### config.mk
export PLATFORM = sky130hd
export DESIGN_NAME = multicycle_control_flat
export DESIGN_NICKNAME = d
export VERILOG_FILES = /design/src/rtl/mc_pkg.sv /design/src/rtl/multicycle_control_if.sv /design/src/rtl/mc_output_decode.sv /design/src/rtl/multicycle_control.sv /design/src/flat_wrapper.sv
export SDC_FILE = /design/constraint.sdc
export NUM_CORES = 1
export LEC_CHECK = 0
export CAP_MARGIN = 10
export CORE_UTILIZATION = 46
export DETAILED_ROUTE_END_ITERATION = 8
export PLACE_DENSITY = 0.83
export SYNTH_ARGS = -nofsm -noshare
export SYNTH_HDL_FRONTEND = slang
export SYNTH_HIERARCHICAL = 1
export SYNTH_SLANG_ARGS = --single-unit
### constraint.sdc
create_clock -name clk -period 4.05 [get_ports clk]
set_clock_uncertainty 0.15 [all_clocks]
set_input_delay 0.81 -clock clk [delete_from_list [all_inputs] [get_ports clk]]
set_output_delay 0.81 -clock clk [all_outputs]
set_load 0.01 [all_outputs]
### src/rtl/mc_pkg.sv
// Shared definitions for the multi-cycle MIPS control unit.
// Holds state encodings, opcode constants, ALUop contract with alu_control,
// datapath select encodings and the packed control-word type.
package mc_pkg;

   localparam int unsigned OPW    = 6;
   localparam int unsigned ALUOPW = 3;

   typedef enum logic [3:0] {
      StFetch    = 4'd0,
      StDecode   = 4'd1,
      StMemAdr   = 4'd2,
      StMemRd    = 4'd3,
      StMemWb    = 4'd4,
      StMemWr    = 4'd5,
      StRtExec   = 4'd6,
      StRtWb     = 4'd7,
      StBeq      = 4'd8,
      StAddiExec = 4'd9,
      StAddiWb   = 4'd10,
      StJump     = 4'd11
   } state_t;

   localparam logic [OPW-1:0] OP_RTYPE = 6'b000000;
   localparam logic [OPW-1:0] OP_LW    = 6'b100011;
   localparam logic [OPW-1:0] OP_SW    = 6'b101011;
   localparam logic [OPW-1:0] OP_BEQ   = 6'b000100;
   localparam logic [OPW-1:0] OP_ADDI  = 6'b001000;
   localparam logic [OPW-1:0] OP_J     = 6'b000010;

   localparam logic [ALUOPW-1:0] ALUOP_ADD   = 3'b000;
   localparam logic [ALUOPW-1:0] ALUOP_SUB   = 3'b001;
   localparam logic [ALUOPW-1:0] ALUOP_RTYPE = 3'b100;

   localparam logic [1:0] PC_SRC_ALU    = 2'b00;
   localparam logic [1:0] PC_SRC_ALUOUT = 2'b01;
   localparam logic [1:0] PC_SRC_JUMP   = 2'b10;

   localparam logic [1:0] SRCB_B       = 2'b00;
   localparam logic [1:0] SRCB_FOUR    = 2'b01;
   localparam logic [1:0] SRCB_IMM     = 2'b10;
   localparam logic [1:0] SRCB_IMM_SH2 = 2'b11;

   typedef struct packed {
      logic              mem_req;
      logic              mem_write;
      logic              iord;
      logic              ir_write;
      logic              pc_en;
      logic [1:0]        pc_src;
      logic              alu_src_a;
      logic [1:0]        alu_src_b;
      logic [ALUOPW-1:0] alu_op;
      logic              reg_dst;
      logic              mem_to_reg;
      logic              reg_write;
      logic              instr_done;
      logic              illegal_op;
   } ctrl_t;

   function automatic logic op_is_legal(input logic [OPW-1:0] op);
      logic legal;
      case (op)
         OP_RTYPE, OP_LW, OP_SW, OP_BEQ, OP_ADDI, OP_J: legal = 1'b1;
         default:                                       legal = 1'b0;
      endcase
      return legal;
   endfunction

endpackage

### src/rtl/multicycle_control_if.sv
// Control-unit <-> datapath/memory signal bundle.
// master: control unit (reads opcode, zero, mem_ready; drives all controls).
// slave:  datapath side (drives opcode, zero, mem_ready; reads controls).
interface multicycle_control_if;
   import mc_pkg::*;

   logic [OPW-1:0]    opcode;
   logic              zero;
   logic              mem_ready;
   logic              mem_req;
   logic              mem_write;
   logic              iord;
   logic              ir_write;
   logic              pc_en;
   logic [1:0]        pc_src;
   logic              alu_src_a;
   logic [1:0]        alu_src_b;
   logic [ALUOPW-1:0] alu_op;
   logic              reg_dst;
   logic              mem_to_reg;
   logic              reg_write;
   logic              instr_done;
   logic              illegal_op;

   modport master (
      input  opcode, zero, mem_ready,
      output mem_req, mem_write, iord, ir_write, pc_en, pc_src, alu_src_a, alu_src_b,
             alu_op, reg_dst, mem_to_reg, reg_write, instr_done, illegal_op
   );

   modport slave (
      output opcode, zero, mem_ready,
      input  mem_req, mem_write, iord, ir_write, pc_en, pc_src, alu_src_a, alu_src_b,
             alu_op, reg_dst, mem_to_reg, reg_write, instr_done, illegal_op
   );

endinterface

### src/rtl/mc_output_decode.sv
// Combinational control-word decode for the multi-cycle control FSM.
// Inputs:  state, rst_n (forces an all-zero word while low), opcode (illegal
//          detection in DECODE), mem_ready (FETCH/MEMWR completion), zero (beq).
// Output:  ctrl, the full datapath control word.
module mc_output_decode
   import mc_pkg::*;
(
   input  state_t         state,
   input  logic           rst_n,
   input  logic [OPW-1:0] opcode,
   input  logic           mem_ready,
   input  logic           zero,
   output ctrl_t          ctrl
);

   always_comb begin
      ctrl = '0;
      if (rst_n) begin
         case (state)
            StFetch: begin
               ctrl.mem_req   = 1'b1;
               ctrl.iord      = 1'b0;
               ctrl.alu_src_a = 1'b0;
               ctrl.alu_src_b = SRCB_FOUR;
               ctrl.alu_op    = ALUOP_ADD;
               ctrl.pc_src    = PC_SRC_ALU;
               // IR and PC latch only on the cycle memory returns the word
               ctrl.ir_write  = mem_ready;
               ctrl.pc_en     = mem_ready;
            end
            StDecode: begin
               // branch target precomputed into ALUOut
               ctrl.alu_src_a = 1'b0;
               ctrl.alu_src_b = SRCB_IMM_SH2;
               ctrl.alu_op    = ALUOP_ADD;
               if (!op_is_legal(opcode)) begin
                  ctrl.illegal_op = 1'b1;
                  ctrl.instr_done = 1'b1;
               end
            end
            StMemAdr: begin
               ctrl.alu_src_a = 1'b1;
               ctrl.alu_src_b = SRCB_IMM;
               ctrl.alu_op    = ALUOP_ADD;
            end
            StMemRd: begin
               ctrl.mem_req = 1'b1;
               ctrl.iord    = 1'b1;
            end
            StMemWb: begin
               ctrl.reg_write  = 1'b1;
               ctrl.mem_to_reg = 1'b1;
               ctrl.reg_dst    = 1'b0;
               ctrl.instr_done = 1'b1;
            end
            StMemWr: begin
               ctrl.mem_req    = 1'b1;
               ctrl.mem_write  = 1'b1;
               ctrl.iord       = 1'b1;
               ctrl.instr_done = mem_ready;
            end
            StRtExec: begin
               ctrl.alu_src_a = 1'b1;
               ctrl.alu_src_b = SRCB_B;
               ctrl.alu_op    = ALUOP_RTYPE;
            end
            StRtWb: begin
               ctrl.reg_write  = 1'b1;
               ctrl.reg_dst    = 1'b1;
               ctrl.mem_to_reg = 1'b0;
               ctrl.instr_done = 1'b1;
            end
            StBeq: begin
               ctrl.alu_src_a  = 1'b1;
               ctrl.alu_src_b  = SRCB_B;
               ctrl.alu_op     = ALUOP_SUB;
               ctrl.pc_src     = PC_SRC_ALUOUT;
               ctrl.pc_en      = zero;
               ctrl.instr_done = 1'b1;
            end
            StAddiExec: begin
               ctrl.alu_src_a = 1'b1;
               ctrl.alu_src_b = SRCB_IMM;
               ctrl.alu_op    = ALUOP_ADD;
            end
            StAddiWb: begin
               ctrl.reg_write  = 1'b1;
               ctrl.reg_dst    = 1'b0;
               ctrl.mem_to_reg = 1'b0;
               ctrl.instr_done = 1'b1;
            end
            StJump: begin
               ctrl.pc_src     = PC_SRC_JUMP;
               ctrl.pc_en      = 1'b1;
               ctrl.instr_done = 1'b1;
            end
            default: ;  // unused encodings: every enable stays low
         endcase
      end
   end

endmodule

### src/rtl/multicycle_control.sv
// Main sequencing FSM of the multi-cycle MIPS datapath.
// Ports: clk (rising edge), rst_n (synchronous, active-low),
//        bus (master side: opcode/zero/mem_ready in, all datapath controls out).
// Holds the state register and next-state logic; outputs come from mc_output_decode.
module multicycle_control
   import mc_pkg::*;
(
   input  logic                clk,
   input  logic                rst_n,
   multicycle_control_if.master bus
);

   state_t state_q, state_d;
   ctrl_t  ctrl;

   always_ff @(posedge clk) begin
      if (!rst_n) state_q <= StFetch;
      else        state_q <= state_d;
   end

   always_comb begin
      state_d = StFetch;
      case (state_q)
         StFetch:  state_d = bus.mem_ready ? StDecode : StFetch;
         StDecode: begin
            case (bus.opcode)
               OP_LW, OP_SW: state_d = StMemAdr;
               OP_RTYPE:     state_d = StRtExec;
               OP_BEQ:       state_d = StBeq;
               OP_ADDI:      state_d = StAddiExec;
               OP_J:         state_d = StJump;
               default:      state_d = StFetch;
            endcase
         end
         // opcode stays valid from the IR for the whole instruction
         StMemAdr:   state_d = (bus.opcode == OP_SW) ? StMemWr : StMemRd;
         StMemRd:    state_d = bus.mem_ready ? StMemWb : StMemRd;
         StMemWr:    state_d = bus.mem_ready ? StFetch : StMemWr;
         StRtExec:   state_d = StRtWb;
         StAddiExec: state_d = StAddiWb;
         default:    state_d = StFetch;
      endcase
   end

   mc_output_decode u_output_decode (
      .state     (state_q),
      .rst_n     (rst_n),
      .opcode    (bus.opcode),
      .mem_ready (bus.mem_ready),
      .zero      (bus.zero),
      .ctrl      (ctrl)
   );

   assign bus.mem_req    = ctrl.mem_req;
   assign bus.mem_write  = ctrl.mem_write;
   assign bus.iord       = ctrl.iord;
   assign bus.ir_write   = ctrl.ir_write;
   assign bus.pc_en      = ctrl.pc_en;
   assign bus.pc_src     = ctrl.pc_src;
   assign bus.alu_src_a  = ctrl.alu_src_a;
   assign bus.alu_src_b  = ctrl.alu_src_b;
   assign bus.alu_op     = ctrl.alu_op;
   assign bus.reg_dst    = ctrl.reg_dst;
   assign bus.mem_to_reg = ctrl.mem_to_reg;
   assign bus.reg_write  = ctrl.reg_write;
   assign bus.instr_done = ctrl.instr_done;
   assign bus.illegal_op = ctrl.illegal_op;

endmodule

### src/flat_wrapper.sv
// flat-port wrapper written by rule: the top's interface ports become plain ports
module multicycle_control_flat import mc_pkg::*;
  (clk, rst_n, bus_opcode, bus_zero, bus_mem_ready, bus_mem_req, bus_mem_write, bus_iord, bus_ir_write, bus_pc_en, bus_pc_src, bus_alu_src_a, bus_alu_src_b, bus_alu_op, bus_reg_dst, bus_mem_to_reg, bus_reg_write, bus_instr_done, bus_illegal_op);
  multicycle_control_if bus_i ();
  input  logic clk;
  input  logic rst_n;
  input wire logic [$bits(bus_i.opcode)-1:0] bus_opcode;
  input wire logic [$bits(bus_i.zero)-1:0] bus_zero;
  input wire logic [$bits(bus_i.mem_ready)-1:0] bus_mem_ready;
  output wire logic [$bits(bus_i.mem_req)-1:0] bus_mem_req;
  output wire logic [$bits(bus_i.mem_write)-1:0] bus_mem_write;
  output wire logic [$bits(bus_i.iord)-1:0] bus_iord;
  output wire logic [$bits(bus_i.ir_write)-1:0] bus_ir_write;
  output wire logic [$bits(bus_i.pc_en)-1:0] bus_pc_en;
  output wire logic [$bits(bus_i.pc_src)-1:0] bus_pc_src;
  output wire logic [$bits(bus_i.alu_src_a)-1:0] bus_alu_src_a;
  output wire logic [$bits(bus_i.alu_src_b)-1:0] bus_alu_src_b;
  output wire logic [$bits(bus_i.alu_op)-1:0] bus_alu_op;
  output wire logic [$bits(bus_i.reg_dst)-1:0] bus_reg_dst;
  output wire logic [$bits(bus_i.mem_to_reg)-1:0] bus_mem_to_reg;
  output wire logic [$bits(bus_i.reg_write)-1:0] bus_reg_write;
  output wire logic [$bits(bus_i.instr_done)-1:0] bus_instr_done;
  output wire logic [$bits(bus_i.illegal_op)-1:0] bus_illegal_op;
  assign bus_i.opcode = bus_opcode;
  assign bus_i.zero = bus_zero;
  assign bus_i.mem_ready = bus_mem_ready;
  assign bus_mem_req = bus_i.mem_req;
  assign bus_mem_write = bus_i.mem_write;
  assign bus_iord = bus_i.iord;
  assign bus_ir_write = bus_i.ir_write;
  assign bus_pc_en = bus_i.pc_en;
  assign bus_pc_src = bus_i.pc_src;
  assign bus_alu_src_a = bus_i.alu_src_a;
  assign bus_alu_src_b = bus_i.alu_src_b;
  assign bus_alu_op = bus_i.alu_op;
  assign bus_reg_dst = bus_i.reg_dst;
  assign bus_mem_to_reg = bus_i.mem_to_reg;
  assign bus_reg_write = bus_i.reg_write;
  assign bus_instr_done = bus_i.instr_done;
  assign bus_illegal_op = bus_i.illegal_op;
  multicycle_control u_core (.clk(clk), .rst_n(rst_n), .bus(bus_i));
endmodule
# Word-level counts from Yosys, hierarchy flattened
# Cells that the tools add are included.
# W data, S select, Z words.
# op_classes
n_eq_ne,16
n_mux,20
reduce_logical,8
# op_table
cell,count
$pmux W6 S5,1
$pmux W4 S7,1
$pmux W4 S5,1
$mux W18,1
$pmux W3 S3,2
$eq A4 B3 Y1 const B,4
$eq A4 B4 Y1 const B,4
$eq A6 B6 Y1 const B,2
$mux W1,9
$mux W3,3
$eq A4 B2 Y1 const B,2
$eq A6 B2 Y1 const B,1
$eq A6 B3 Y1 const B,1
$eq A6 B4 Y1 const B,1
$logic_not A6 Y1,1
$reduce_or A2 Y1,3
$reduce_or A6 Y1,1
$reduce_or A5 Y1,1
$eq A4 B1 Y1 const B,1
$logic_not A4 Y1,1
$pmux W1 S3,1
$reduce_or A3 Y1,1
$mux W2,1
# totals
regBits,4
inputBits,10
output_inout_bits,18
word_cells,45

# Longest topological paths before layout
# logic_depth
ltp_word,8
ltp_mapped,5
ltp_nobuf,4

# Modules after synthesis
# The synthesis kept the hierarchy.
# modules_own_cells
mod,n_inst,cells_per_inst,area_per_inst_um2,seq_area_each_um2
multicycle_control,1,49,379.1,80.1
mc_output_decode,1,52,321.6,0.0

# Worst setup path after synthesis
# Ideal clock, no wire load.
# synth_timing
path_kind,in2out
start,in bus_opcode[2]
end,out bus_instr_done
arrival_time_ps,1747
t_required_ps,3090
setup_slack_ps,1343
stages,4
path_buffers,0
cell_sequence,maj3_1 o31ai_2 a2111oi_2 o21bai_1
# synth_between
elab_chain_len,8
elab_cells_between_ends,13
classes_between,eq/ne: 5; mux: 6; reduce/logical: 2
# synth_rtl
element,line,text
start: declaration,flat_wrapper.sv:7,input wire logic [$bits(bus_i.opcode)-1:0] bus_opcode;
$eq A6 B6 Y1 (tied with other cells),mc_pkg.sv:63,case (op)
$reduce_or A6 Y1 (*),mc_pkg.sv:63,
$mux W1 (*),mc_pkg.sv:63,
$mux W1 (*),mc_output_decode.sv:19,case (state)
$mux W1 (*),mc_output_decode.sv:18,if (rst_n) begin
$mux W2 (*),mc_output_decode.sv:36,if (!op_is_legal(opcode)) begin
$pmux W1 S3 (*),mc_output_decode.sv:19,
$mux W18 (*),mc_output_decode.sv:18,
end: declaration,flat_wrapper.sv:22,output wire logic [$bits(bus_i.instr_done)-1:0] bus_instr_done;
# Every way passes the cells marked *; elsewhere a longest branch is shown, timed or not. The select of a mux whose other input is x is not followed.

# Worst setup path in the final report
# layout_timing
start,in bus_opcode[3]
end,out bus_instr_done
# The elaborated chain is that of the path after synthesis.

==> key figures <==
Drt
  – Routed WL: 1690 µm
  – Wire per inst: 12.3 µm
  – Post-route DRC: 0
  – Pre-Repair DR Iteration Count: 4
  – Post-DRT Antenna Nets: 0
  – DR vias: 811
  – Initial DRC count: 17
  – Vias/cell: 5.88

Setup path
  – Setup crit end kind: output port
  – CP Max Fanout: 7
  – Reg2reg setup slack: 2.13 ns
  – Worst EP required: between 3 and 4 ns
  – R2r worst-path depth: 4
  – Reg2reg end: u_core/state_q[1]
  – CP arrival: 2.86 ns
  – Crit path launch type: input pin
  – RR Startpoint: u_core/state_q[2]
  – Setup CP Type: in2out

Timing
  – Relative slew slack: between 40 and 50%
  – Final Worst Setup Slack: between 0.2 and 0.25 ns
  – Fin Setup TNS: 0 ns
  – Max Freq: 262 MHz
  – Period utilization: 94.4%
  – # setup viols final: 0
  – Fin Hold WS: 0.703 ns
  – Measured slew at the worst slew-check pin: approximately 0.8 ns
  – Minimum clock period: approximately 3.8 ns
  – RSZ-0062 raised after global routing: no
  – Slew Viols, Final: 0
  – Fin. Hold Viols: 0

GRT
  – Gr ovfl total: 0
  – First-pass GRT wire length: 2600 µm
  – Largest net degree at the start of global routing: 25
  – Gr usage total: 22.3%
  – Vias in the first global route: 586
  – Antenna violations before repair: 0

Logic synthesis
  – Most common cell in the netlist: nor2_1
  – Asr flop ratio synth: 0%
  – Multiplexer share of the synthesized area: 1.61%
  – Synth Area in Adders: roughly 1.4%
  – Dominant synthesized flop cell: dfxtp_1
  – Post-Synth Simple-Gate Area: roughly half
  – Mapped Area: 701 µm²
  – Largest family of logic cells by synthesized area: simple AND/OR/NAND/NOR gates
  – Syn avg cell area: 6.94 µm²
  – FF+latch count, synth: 4
  – Sequential-to-total area share from yosys stat: 11.4%
  – Synth Instances: between 100 and 150
  – Post-synth EDFFs: 0
  – Yosys Warn Count: 6
  – Compound-Gate Fraction of Synth Area: 25.9%
  – Net count after synthesis: 111
  – Distinct cell type count after synthesis: 42
  – Synth cell count leaders: nor2_1, a21oi_1, nand2b_1, nor3_1, o21ai_0
  – Top area cells in the synthesized netlist: dfxtp_1, a21oi_1, nand2b_1
  – Post-synth top area share: 11.4%
  – Area leader, netlist: dfxtp_1
  – Xor/xnor share of the synthesized area: about 3.8%

Clock tree
  – Clock Sinks: 4
  – # H-tree levels: 1
  – CTS tree: done
  – Max Root-Sink Buffers: 2
  – CTS resizes: 0
  – Setup Buffers After CTS: 0
  – CTS Buf Count: 3
  – CTS root buf: clkbuf_4
  – CTS clk-pin slew, worst paths: 0.04 ns
  – Cts hold-fix bufs: 0
  – Clk_lat worst skew: 0.23 ns

Floorplanning
  – Rows: 13
  – Die area: 1680 µm²
  – Initial Util: 51.3%
  – Num ports: 28
  – Die Ht: 41.0 µm
  – Core Footprint: between 1000 and 1500 µm²
  – DIE WIDTH: 41.0 µm

Cells and area
  – Final core utilization: about 71%
  – Antenna Cells: 0
  – Fin nets: 135
  – Layout cell share with drive strength beyond 1: under 10%
  – Largest register FFs: 4
  – Syn-to-layout area delta: 37.5%
  – Top flop regs: u_core/state_q: 4 flops
  – Top reg by flops: u_core/state_q

Pwr
  – PwrDens: between 100 and 150 nW/µm²
  – Max VDD drop: approximately 0.15 mV
  – Leakage Power: 0.317 nW

Worst hold path
  – Worst Hold End: u_core/state_q[1]
  – Hold depth: 2
  – Worst min path class: reg2reg
  – Hold Path Origin: u_core/state_q[1]

Placement
  – DP HPWL: about 1200 µm
  – Setup WS pre-CTS: 0.259 ns
  – Final GP Congestion: 0.856
  – Buffers added on ports: 26

Outcome
  – Status: finished clean

Run
  – Max_cap viols: 0
[per-layer routing]
layer / track usage [%] / share of wire, % / vias up
met5: 0 / 0 / -
li1: - / - / 410
met2: 38.7 / 47 / 23
met3: 0 / 2.8 / 0
met1: 30.5 / 50 / 378
met4: 5.00 / 0 / 0
[cell type report]
| type | instances | area, µm² |
|---|---|---|
| Clock buffer | 3 | 22.5 |
| Multi-Input combinational cell | 88 | 574 |
| Sequential cell | 4 | 80.1 |
| Tap cell | 15 | 18.8 |
| Inverter | 2 | 7.51 |
| Fill cell | 124 | 403 |
| Timing Repair Buffer | 26 | 260 |
[kinds of logic (layout without fill, tap and decap cells)]
| kind of cell | Yosys count | count (layout) |
|---|---|---|
| XOR/XNOR | 3 | 3 |
| other | 1 | 1 |
| AO/OA/AOI/OAI | 28 | 28 |
| adder cells (fa/ha/maj) | 1 | 1 |
| flip-flops | 4 | 4 |
| AND/OR/NAND/NOR | 54 | 54 |
| multiplexers | 1 | 1 |
| buffers and inverters | 9 | 31 |
[power by group]
group	switching, mW	total, mW	leakage (nW)	internal [mW]
combinational	0.0237	0.0508	0.271	0.0271
clock	0.0132	0.0461	0.0138	0.0329
sequential	0.00456	0.0451	0.0325	0.0405
total	0.0415	0.142	0.317	0.101
[metrics by stage]
stage / std cells / cell area [µm²] / power, mW
6_report: 138 / 963 / 0.142
5_1_grt: 138 / 963 / 0.151
4_1_cts: 138 / 963 / 0.144
3_5_place_dp: 135 / 941 / 0.0959
3_3_place_gp: 135 / 941 / 0.0946
2_1_floorplan: 101 / 701 / 0.0707
[layout by cell type (no fill, tap or decap), types with 2 or more instances in the layout]
cell type        synthesis  final
a21oi_1                  9      9
a31oi_1                  2      2
and3_1                   2      2
and3b_1                  2      2
clkbuf_4                 0      3
clkdlybuf4s50_1          0     26
dfxtp_1                  4      4
inv_1                    2      2
nand2_1                  5      5
nand2b_1                 7      7
nand2b_2                 2      2
nand3_1                  3      3
nand3b_1                 2      2
nor2_1                  10     10
nor2b_1                  2      2
nor3_1                   7      7
nor3b_1                  2      2
nor4b_1                  2      2
o21a_1                   2      2
o21ai_0                  6      6
xor2_1                   3      3
[worst max-delay path, cell delays in order]
cell and delay [ns]:
clkdlybuf4s50_1 0.61, maj3_1 0.22, o31ai_2 0.07, a2111oi_2 0.43, o21bai_1 0.17, clkdlybuf4s50_1 0.55
[worst max-delay path by stage]
stage / start / end / slack (ns) / cells after the start
after detailed placement: bus_opcode[3] / bus_instr_done / 0.26 / 6
after CTS: bus_opcode[3] / bus_instr_done / 0.25 / 6
after global routing: bus_opcode[3] / bus_instr_done / 0.11 / 6
final: bus_opcode[3] / bus_instr_done / 0.23 / 6
after floorplan: bus_opcode[2] / bus_instr_done / 1.34 / 4
after global placement: bus_opcode[3] / bus_instr_done / 0.32 / 6
(Power assumes the default switching activity.)
